### src/rtl/mdu_iter_if.sv
// Operand/result handshake bundle between the EXU issue stage and the iterative
// multiply/divide unit; the unit connects through the slave modport.
interface mdu_iter_if #(
   parameter int DATA_WIDTH = 64
) ();
   logic                  in_valid_i;
   logic                  in_ready_o;
   logic [2:0]            op_i;
   logic                  word_i;
   logic [DATA_WIDTH-1:0] alu_A_i;
   logic [DATA_WIDTH-1:0] alu_B_i;
   logic                  out_valid_o;
   logic                  out_ready_i;
   logic [DATA_WIDTH-1:0] result_o;

   modport master (
      output in_valid_i, op_i, word_i, alu_A_i, alu_B_i, out_ready_i,
      input  in_ready_o, out_valid_o, result_o
   );

   modport slave (
      input  in_valid_i, op_i, word_i, alu_A_i, alu_B_i, out_ready_i,
      output in_ready_o, out_valid_o, result_o
   );
endinterface

### src/rtl/mdu_iter.sv
// Iterative RV64M multiply/divide unit: radix-2 shift-add multiply and restoring
// divide on operand magnitudes, one step per cycle, result held until taken.
module mdu_iter #(
   parameter int DATA_WIDTH = 64
) (
   input logic        clk_i,
   input logic        rst_n_i,
   input logic        flush_i,
   mdu_iter_if.slave  bus
);

   localparam int N  = DATA_WIDTH;
   localparam int H  = DATA_WIDTH / 2;
   localparam int CW = $clog2(DATA_WIDTH) + 1;

   typedef enum logic [1:0] {IDLE, BUSY, DONE} state_t;
   typedef enum logic [2:0] {
      OP_MUL, OP_MULH, OP_MULHSU, OP_MULHU, OP_DIV, OP_DIVU, OP_REM, OP_REMU
   } op_t;

   function automatic logic [N-1:0] sext_w(input logic [H-1:0] x);
      return {{H{x[H-1]}}, x};
   endfunction

   state_t          state_q, state_d;
   op_t             op_q;
   logic            word_q;
   logic            neg_q;
   logic [CW-1:0]   cnt_q;
   logic [N-1:0]    hi_q, lo_q, opnd_q;
   logic [N-1:0]    result_q;

   logic            accept, last_step;
   logic            in_ready, out_valid;

   // Accept-time operand decode
   op_t             op_eff;
   logic            is_div, a_signed, b_signed, a_neg, b_neg, neg_d;
   logic [N-1:0]    a_ext, b_ext, a_mag, b_mag, min_val;
   logic            div_zero, div_ovf, special;
   logic [N-1:0]    special_raw, special_res, lo_init, opnd_init;

   always_comb begin
      op_eff = op_t'(bus.op_i);
      // Any multiply-high opcode with word_i degenerates to MULW.
      if (bus.word_i && (op_eff inside {OP_MULH, OP_MULHSU, OP_MULHU})) op_eff = OP_MUL;
      is_div   = op_eff[2];
      a_signed = op_eff inside {OP_MULH, OP_MULHSU, OP_DIV, OP_REM};
      b_signed = op_eff inside {OP_MULH, OP_DIV, OP_REM};

      if (bus.word_i) begin
         a_ext   = a_signed ? sext_w(bus.alu_A_i[H-1:0]) : {{H{1'b0}}, bus.alu_A_i[H-1:0]};
         b_ext   = b_signed ? sext_w(bus.alu_B_i[H-1:0]) : {{H{1'b0}}, bus.alu_B_i[H-1:0]};
         min_val = {{(H+1){1'b1}}, {(H-1){1'b0}}};
      end else begin
         a_ext   = bus.alu_A_i;
         b_ext   = bus.alu_B_i;
         min_val = {1'b1, {(N-1){1'b0}}};
      end

      a_neg = a_signed && a_ext[N-1];
      b_neg = b_signed && b_ext[N-1];
      a_mag = a_neg ? -a_ext : a_ext;
      b_mag = b_neg ? -b_ext : b_ext;
      neg_d = (op_eff == OP_REM) ? a_neg : (a_neg ^ b_neg);

      div_zero = is_div && (b_ext == '0);
      div_ovf  = is_div && a_signed && (a_ext == min_val) && (&b_ext);
      special  = div_zero || div_ovf;

      if (op_eff[1]) special_raw = div_zero ? a_ext : '0;
      else           special_raw = div_zero ? '1 : a_ext;
      special_res = bus.word_i ? sext_w(special_raw[H-1:0]) : special_raw;

      // A word dividend is pre-shifted so its MSB is the first bit consumed.
      if (is_div) lo_init = bus.word_i ? {a_mag[H-1:0], {H{1'b0}}} : a_mag;
      else        lo_init = b_mag;
      opnd_init = is_div ? b_mag : a_mag;
   end

   // One radix-2 step plus sign correction of the would-be final value
   logic [N:0]      mul_sum, div_shift, div_diff;
   logic            div_ge;
   logic [N-1:0]    hi_n, lo_n;
   logic [2*N-1:0]  prod, prod_s;
   logic [N-1:0]    div_raw, final_res;

   always_comb begin
      mul_sum   = {1'b0, hi_q} + (lo_q[0] ? {1'b0, opnd_q} : '0);
      div_shift = {hi_q, lo_q[N-1]};
      div_diff  = div_shift - {1'b0, opnd_q};
      div_ge    = !div_diff[N];

      if (op_q[2]) begin
         hi_n = div_ge ? div_diff[N-1:0] : div_shift[N-1:0];
         lo_n = {lo_q[N-2:0], div_ge};
      end else begin
         hi_n = mul_sum[N:1];
         lo_n = {mul_sum[0], lo_q[N-1:1]};
      end

      prod   = {hi_n, lo_n};
      prod_s = neg_q ? -prod : prod;
      if (op_q[1]) div_raw = neg_q ? -hi_n : hi_n;
      else         div_raw = neg_q ? -lo_n : lo_n;

      if (op_q[2])      final_res = word_q ? sext_w(div_raw[H-1:0]) : div_raw;
      // A W product ends H positions higher in lo than a full-width one.
      else if (word_q)  final_res = sext_w(lo_n[N-1:H]);
      else if (op_q == OP_MUL) final_res = prod_s[N-1:0];
      else              final_res = prod_s[2*N-1:N];
   end

   // NOTE: every signal driven here gets a default first so no path leaves one
   // unassigned, which would otherwise infer a latch.
   always_comb begin
      state_d   = state_q;
      in_ready  = 1'b0;
      out_valid = 1'b0;
      accept    = 1'b0;
      last_step = 1'b0;
      case (state_q)
         IDLE: begin
            in_ready = 1'b1;
            accept   = bus.in_valid_i && !flush_i;
            if (accept) state_d = special ? DONE : BUSY;
         end
         BUSY: begin
            last_step = (cnt_q == CW'(1));
            if (last_step) state_d = DONE;
         end
         DONE: begin
            out_valid = 1'b1;
            if (bus.out_ready_i) state_d = IDLE;
         end
         default: state_d = IDLE;
      endcase
      if (flush_i) state_d = IDLE;
   end

   // NOTE: sequential state uses non-blocking assignments so every register
   // samples pre-edge values regardless of statement order.
   always_ff @(posedge clk_i) begin
      if (!rst_n_i) state_q <= IDLE;
      else          state_q <= state_d;
   end

   always_ff @(posedge clk_i) begin
      if (!rst_n_i) begin
         cnt_q    <= '0;
         result_q <= '0;
      end else if (accept) begin
         cnt_q <= bus.word_i ? CW'(H) : CW'(N);
         if (special) result_q <= special_res;
      end else if (state_q == BUSY && !flush_i) begin
         cnt_q <= cnt_q - CW'(1);
         if (last_step) result_q <= final_res;
      end
   end

   // NOTE: working registers carry no reset; they are fully loaded on every
   // accept and never observed before that.
   always_ff @(posedge clk_i) begin
      if (accept) begin
         op_q   <= op_eff;
         word_q <= bus.word_i;
         neg_q  <= neg_d;
         hi_q   <= '0;
         lo_q   <= lo_init;
         opnd_q <= opnd_init;
      end else if (state_q == BUSY) begin
         hi_q <= hi_n;
         lo_q <= lo_n;
      end
   end

   assign bus.in_ready_o  = in_ready;
   assign bus.out_valid_o = out_valid;
   assign bus.result_o    = result_q;

endmodule
### src/flat_wrapper.sv
// flat-port wrapper written by rule: the top's interface ports become plain ports
module mdu_iter_flat 
#(
   parameter int DATA_WIDTH = 64
)
  (clk_i, rst_n_i, flush_i, bus_in_valid_i, bus_op_i, bus_word_i, bus_alu_A_i, bus_alu_B_i, bus_out_ready_i, bus_in_ready_o, bus_out_valid_o, bus_result_o);
  mdu_iter_if #(.DATA_WIDTH(DATA_WIDTH)) bus_i ();
  input logic clk_i;
  input logic rst_n_i;
  input logic flush_i;
  input wire logic [$bits(bus_i.in_valid_i)-1:0] bus_in_valid_i;
  input wire logic [$bits(bus_i.op_i)-1:0] bus_op_i;
  input wire logic [$bits(bus_i.word_i)-1:0] bus_word_i;
  input wire logic [$bits(bus_i.alu_A_i)-1:0] bus_alu_A_i;
  input wire logic [$bits(bus_i.alu_B_i)-1:0] bus_alu_B_i;
  input wire logic [$bits(bus_i.out_ready_i)-1:0] bus_out_ready_i;
  output wire logic [$bits(bus_i.in_ready_o)-1:0] bus_in_ready_o;
  output wire logic [$bits(bus_i.out_valid_o)-1:0] bus_out_valid_o;
  output wire logic [$bits(bus_i.result_o)-1:0] bus_result_o;
  assign bus_i.in_valid_i = bus_in_valid_i;
  assign bus_i.op_i = bus_op_i;
  assign bus_i.word_i = bus_word_i;
  assign bus_i.alu_A_i = bus_alu_A_i;
  assign bus_i.alu_B_i = bus_alu_B_i;
  assign bus_i.out_ready_i = bus_out_ready_i;
  assign bus_in_ready_o = bus_i.in_ready_o;
  assign bus_out_valid_o = bus_i.out_valid_o;
  assign bus_result_o = bus_i.result_o;
  mdu_iter #(.DATA_WIDTH(DATA_WIDTH)) u_core (.clk_i(clk_i), .rst_n_i(rst_n_i), .flush_i(flush_i), .bus(bus_i));
endmodule
### config.mk
export PLATFORM = sky130hd
export DESIGN_NAME = mdu_iter_flat
export DESIGN_NICKNAME = d
export VERILOG_FILES = /design/src/rtl/mdu_iter_if.sv /design/src/rtl/mdu_iter.sv /design/src/flat_wrapper.sv
export SDC_FILE = /design/constraint.sdc
export NUM_CORES = 2
export LEC_CHECK = 0
export ABC_CLOCK_PERIOD_IN_PS = 7600
export CAP_MARGIN = 20
export CORE_ASPECT_RATIO = 1.4
export CORE_MARGIN = 1.5
export CORE_UTILIZATION = 41
export CTS_CLUSTER_SIZE = 40
export DETAILED_ROUTE_END_ITERATION = 7
export PLACE_DENSITY = 0.63
export REMOVE_ABC_BUFFERS = 1
export SLEW_MARGIN = 20
export SYNTH_ARGS = -nofsm -noshare
export SYNTH_HDL_FRONTEND = slang
export SYNTH_SLANG_ARGS = --single-unit
### constraint.sdc
create_clock -name clk_i -period 7.6 [get_ports clk_i]
set_clock_uncertainty 0.2 [all_clocks]
set_input_delay 1.52 -clock clk_i [delete_from_list [all_inputs] [get_ports clk_i]]
set_output_delay 1.52 -clock clk_i [all_outputs]
set_load 0.01 [all_outputs]
### Word level (Yosys, flattened, before mapping)

Index checks and enable logic that the tools add are counted.

| word-level totals | value |
|---|---|
| flip-flop bits (word level) | 270 |
| input bits | 137 |
| output and inout bits | 66 |
| logic and storage cells | 105 |

| operators by class | value |
|---|---|
| $add $sub $neg | 8 |
| eq/ne operators | 15 |
| multiplexer cells | 46 |
| bitwise gates (word level) | 2 |
| reductions and logical operators | 25 |

Operator list:

| kind | number |
|---|---|
| two-way mux 64 bit | 30 |
| negation 64 bit | 4 |
| two-way mux 128 bit | 1 |
| negation 128 bit | 1 |
| adder 64 x 65 -> 65 bit | 1 |
| subtractor 65 x 64 -> 65 bit | 1 |
| equality test 64 bit | 1 |
| zero test 64 bit | 1 |
| AND reduction 64 bit | 1 |
| two-way mux 63 bit | 1 |
| two-way mux 7 bit | 3 |
| equality test 3 x 2 -> 1 bit (second input constant) | 3 |
| logical AND 1 bit | 9 |
| two-way mux 2 bit | 4 |
| equality test 7 x 1 -> 1 bit (second input constant) | 1 |
| subtractor 7 x 1 -> 7 bit (second input constant) | 1 |
| equality test 3 x 1 -> 1 bit (second input constant) | 2 |
| equality test 3 bit (second input constant) | 2 |
| case mux 2 bit (3 select lines) | 1 |
| AND reduction 3 bit | 2 |
| nonzero test 2 bit | 3 |
| nonzero test 3 bit | 2 |
| two-way mux 1 bit | 5 |
| inequality test 2 x 1 -> 1 bit (second input constant) | 2 |
| other kinds (12) | 14 |

### Logic depth before layout (Yosys ltp)

| depth | value |
|---|---|
| word-level depth | 15 |
| gate-level depth with buffers | 27 |
| gate-level depth less buffers | 25 |

### Least setup slack after synthesis

OpenSTA, ideal clock, no wires.

| timing | value |
|---|---|
| path type | flip-flop to flip-flop |
| from | register u_core.op_q[2] |
| to | register u_core.result_q[20] (netlist: u_core.bus.result_o[20]) |
| library setup time | 0.122 ns |
| data arrival time | 5.911 ns |
| data required time | 7.278 ns |
| slack | 1.367 ns |
| stages on the path, launching flop included | 26 |
| buffers on the path | 9 |
| period minus slack after synthesis | 6.233 ns |
| path through | edfxtp_1 -> clkbuf_1 -> buf_2 -> buf_2 -> buf_2 -> buf_2 -> buf_2 -> buf_2 -> buf_2 -> buf_1 -> mux2i_1 -> ha_1 -> o21ai_0 -> or3_1 -> nor4_1 -> nand3_1 -> nor2_1 -> nand3b_1 -> nand2_1 -> nand2b_1 -> a21o_1 -> or3b_1 -> a311o_1 -> a21oi_1 -> a2111oi_0 -> a221o_1 |

| between the ends | value |
|---|---|
| cells in the longest elaborated chain, start to end | 9 |
| elaborated cells between the ends (all ways) | 17 |

Ends and longest elaborated chain:

| what | RTL line | text |
|---|---|---|
| start: declaration | mdu_iter.sv:26 | `op_t op_q;` |
| start signal: assignment | mdu_iter.sv:165 | `op_q <= op_eff;` |
| two-way mux 64 bit | mdu_iter.sv:94 | `if (op_q[2]) begin` |
| negation 128 bit, or another cell as far along | mdu_iter.sv:103 | `prod_s = neg_q ? -prod : prod;` |
| two-way mux 128 bit, or another cell as far along | mdu_iter.sv:103 |  |
| two-way mux 64 bit (on tied branches) | mdu_iter.sv:110, mdu_iter.sv:104 |  |
| two-way mux 64 bit (on tied branches) | mdu_iter.sv:109, mdu_iter.sv:107 |  |
| two-way mux 64 bit (*) | mdu_iter.sv:107 | `if (op_q[2]) final_res = word_q ? sext_w(div_raw[H-1:0]) : div_raw;` |
| two-way mux 64 bit (*) | mdu_iter.sv:157 | `if (last_step) result_q <= final_res;` |
| two-way mux 64 bit (*) | mdu_iter.sv:155 | `end else if (state_q == BUSY && !flush_i) begin` |
| two-way mux 64 bit (*) | mdu_iter.sv:152 | `end else if (accept) begin` |
| end signal: assignment | mdu_iter.sv:154 | `if (special) result_q <= special_res;` |
| end signal: assignment | mdu_iter.sv:157 |  |
| end: declaration | mdu_iter.sv:31 | `logic [N-1:0] result_q;` |

Every way passes the cells marked *; elsewhere a longest branch is shown, timed or not. The select of a mux whose other input is x is not followed.
A chain may end at the register's enable or synchronous reset.

### Final worst setup path

| timing | value |
|---|---|
| from | register u_core.lo_q[63] |
| to | register u_core.result_q[46] (netlist: u_core.bus.result_o[46]) |

| between the ends | value |
|---|---|
| cells in the longest elaborated chain, start to end | 11 |
| elaborated cells between the ends (all ways) | 19 |

Ends and longest elaborated chain:

| what | RTL line | text |
|---|---|---|
| start: declaration | mdu_iter.sv:30 | `logic [N-1:0] hi_q, lo_q, opnd_q;` |
| start signal: assignment | mdu_iter.sv:169 | `lo_q <= lo_init;` |
| start signal: assignment | mdu_iter.sv:173 | `lo_q <= lo_n;` |
| subtractor 65 x 64 -> 65 bit | mdu_iter.sv:91 | `div_diff = div_shift - {1'b0, opnd_q};` |
| two-way mux 64 bit / zero test 1 bit (equally long branches) | mdu_iter.sv:95, mdu_iter.sv:92 |  |
| two-way mux 64 bit | mdu_iter.sv:94 |  |
| negation 128 bit, or another cell as far along | mdu_iter.sv:103 |  |
| two-way mux 128 bit, or another cell as far along | mdu_iter.sv:103 |  |
| two-way mux 64 bit (on tied branches) | mdu_iter.sv:110, mdu_iter.sv:104 |  |
| two-way mux 64 bit (on tied branches) | mdu_iter.sv:109, mdu_iter.sv:107 |  |
| two-way mux 64 bit (*) | mdu_iter.sv:107 |  |
| two-way mux 64 bit (*) | mdu_iter.sv:157 |  |
| two-way mux 64 bit (*) | mdu_iter.sv:155 |  |
| two-way mux 64 bit (*) | mdu_iter.sv:152 |  |

Marks and branches as above.

==> qor.yml <==
outcome: "complete, no violations"
finalNonFillerCells: 6207
core_area_mm2: 0.0840
grt_setup_unrepaired: "no"
worstSetupEndpointType: "flop"
crit_fanout: 8
antenna_found_initial: 18
htreeDepth: 2
switching_share_pct: 49.1
relSlewSlack_pct: 7.17
ctsLongestPathBuffers: 3
synth_edf_count: 133
start_kind: "flop"
period_share_pct: 94.6
drcViolationCount: 0
cts_resized: 0
place.gp.congestion: 1.05
finalSetupTns_ns: 0
io_pins: 203
peakVddDrop_mv: 0.174
num_vias: 41200
p_leak_nw: 14.9
max_cap_viol_count: 0
postCtsHoldBufs: 0
finalHoldViolCount: 0
synth_area_mm2: 0.0347
synth_ff_type: "dfxtp_1"
power_frac_clock_pct: 21.4
grt_max_degree: 157
syn_inst: 4925
postLayoutCoreUtil_pct: 47.6
die_y_um: 347
yosysTopAreaCell: "edfxtp_1"
power_frac_seq_pct: 21.7
finalWorstSetupSlack_ns: 0.411
vias_per_cell: 6.64
synth.distinct_cells: 108
std_cell_rows: 126
hp-class: "flop to flop"
fin_nets: 5362
grt_pass1_wl_mm: 269
drive_above_1_share_pct: 8.21
clkTransAtPathRegs_ns: 0.06
ys_seq_elements: 270
ys_top_cells_by_area: "edfxtp_1, dfxtp_1, a21oi_1"
crit_arrival_ns: 7.46
post-place-cells: 6139
drt-total-wl_mm: 189
syn2layout_area_growth_pct: 15.4
dieWidth_um: 249
initial_core_util_pct: 41.2
synth_common_cells: "nor2_1, nand2_1, a21oi_1"
intPower_w: 0.00438
track_usage_pct: 42.1
fmax_mhz: 139
place_hpwl_mm: 150
finalSetupViolCount: 0
ys_warn_count: 0
worstSetupPathType: "flop to flop"
synth_area_per_cell_um2: 7.04
tightest_slew_ns: 1.36
cts-root-buf: "clkbuf_16"
post-cts-setup-buffer-count: 0
cts_tree: "yes"
powerDensity_mw_per_mm2: 215
synth.top_cell.area_share_pct: 11.5
yosysSeqAreaShare_pct: 19.4
grt.overflow.total: 0
yosysMostFrequentCell: "nor2_1"
first_pass_iters: 8
combPwrFrac_pct: 56.9
ant_nets: 0
dieArea_mm2: 0.0863
layout_min_cycle_time_ns: 7.19
cts_buffers: 35
ys_async_sr_fraction_pct: 0
drt_iter0_markers: 5282
grt_pass1_vias: 38800
cts_num_sinks: 270
p_sw_w: 0.00423
routedWlPerCell_um: 30.4
required_ns: 7.87
dpl_worst_slack_ns: 0.680
io_buffer_count: 202
clock_latency_ns: 0.62
hold_slack_ns: 0.278
final-max-slew-violation-count: 0
-- worst max-delay path, stage by stage (launching register included) --
cell and delay, ns:
edfxtp_1 0.35, inv_1 0.25, ha_1 0.31, fa_1 0.39
nand2b_1 0.20, a21oi_1 0.21, o211ai_1 0.24, a21o_2 0.32
a21oi_2 0.41, a2111oi_2 0.11, a21oi_1 0.24, ha_1 0.29
o21ai_0 0.20, or3_1 0.44, nor4_1 0.21, buf_4 0.19
and4_1 0.27, nand4_1 0.12, or2_2 0.40, or3_1 0.46
o31ai_4 0.53, nand2_1 0.13, xor2_1 0.18, a221oi_1 0.26
o31ai_1 0.11
-- flip-flops by register name (all words and copies together), names as in the netlist --
name	cells
u_core.bus.result_o	64
u_core.state_q	2
u_core.word_q	1
u_core.opnd_q	64
u_core.lo_q	64
u_core.hi_q	64
u_core.neg_q	1
u_core.cnt_q	7
u_core.op_q	3
-- layout make-up --
type                            instances  area [µm²]
Clock inverter                         21         246
Clock buffer                           43         957
Tap cell                             1088        1360
Fill cell                            8682       44000
Multi-Input combinational cell       4176       26100
Antenna cell                            4        10.0
Inverter                              147         554
Timing Repair Buffer                  458        4060
Sequential cell                       270        6740
-- layer usage --
layer / part of all wire (%) / GRT usage, % / vias up / routed length, µm
met5: 0.022 / 0 / - / 42
met4: 10 / 36.4 / 6 / 19200
met3: 8.1 / 6.72 / 616 / 15200
met2: 45 / 68.4 / 2333 / 84800
met1: 37 / 48.4 / 19500 / 69400
li1: - / - / 18700 / -
-- placed cells by master (no fill, tap or decap), types with 135 or more instances in the layout --
cell and instances:
mux2i_1 136, xor2_1 138, buf_4 248, nand2_1 508, nor2_1 570, dfxtp_1 137, o21ai_0 401, inv_1 141
nor3_1 158, clkdlybuf4s50_1 199, xnor2_1 191, ha_1 135, a21oi_1 501
-- cell families (layout without fill, tap and decap cells) --
group | count (synthesis) | in the layout | share of synthesized area, %
multiplexers | 154 | 154 | 4.58
AO/OA/AOI/OAI | 1707 | 1707 | 31.8
other | 0 | 4 | 0
XOR/XNOR | 329 | 329 | 8.32
AND/OR/NAND/NOR | 1846 | 1846 | 25.2
buffers and inverters | 479 | 669 | 5.53
flip-flops | 270 | 270 | 19.4
adder cells (fa/ha/maj) | 140 | 140 | 5.08
-- power by group through the flow --
stage / Combinational [W] / Clock [W] / Sequential (W)
after floorplan: 0.00280 / 0 / 0.00184
after global placement: 0.00469 / 0 / 0.00189
after detailed placement: 0.00468 / 0 / 0.00189
after CTS: 0.00471 / 0.00185 / 0.00186
after global routing: 0.00514 / 0.00189 / 0.00188
final: 0.00490 / 0.00184 / 0.00187
-- final timing paths --
| path | to | slack (ns) | cells after the start | start |
|---|---|---|---|---|
| setup / recovery | u_core.bus.result_o[46] | 0.41 | 24 | u_core.lo_q[63] |
| hold / removal | u_core.bus.result_o[55] | 0.28 | 2 | u_core.bus.result_o[55] |
| setup reg to reg | u_core.bus.result_o[46] | 0.41 | 24 | u_core.lo_q[63] |
| hold reg to reg | u_core.bus.result_o[55] | 0.28 | 2 | u_core.bus.result_o[55] |
-- stage by stage --
step | cell area, µm² | power, W
after floorplan | 33300 | 0.00463
after global placement | 38800 | 0.00658
after detailed placement | 38800 | 0.00657
after CTS | 40000 | 0.00842
after global routing | 40000 | 0.00892
final | 40000 | 0.00862
No activity file was read; power rests on OpenSTA's default activity.
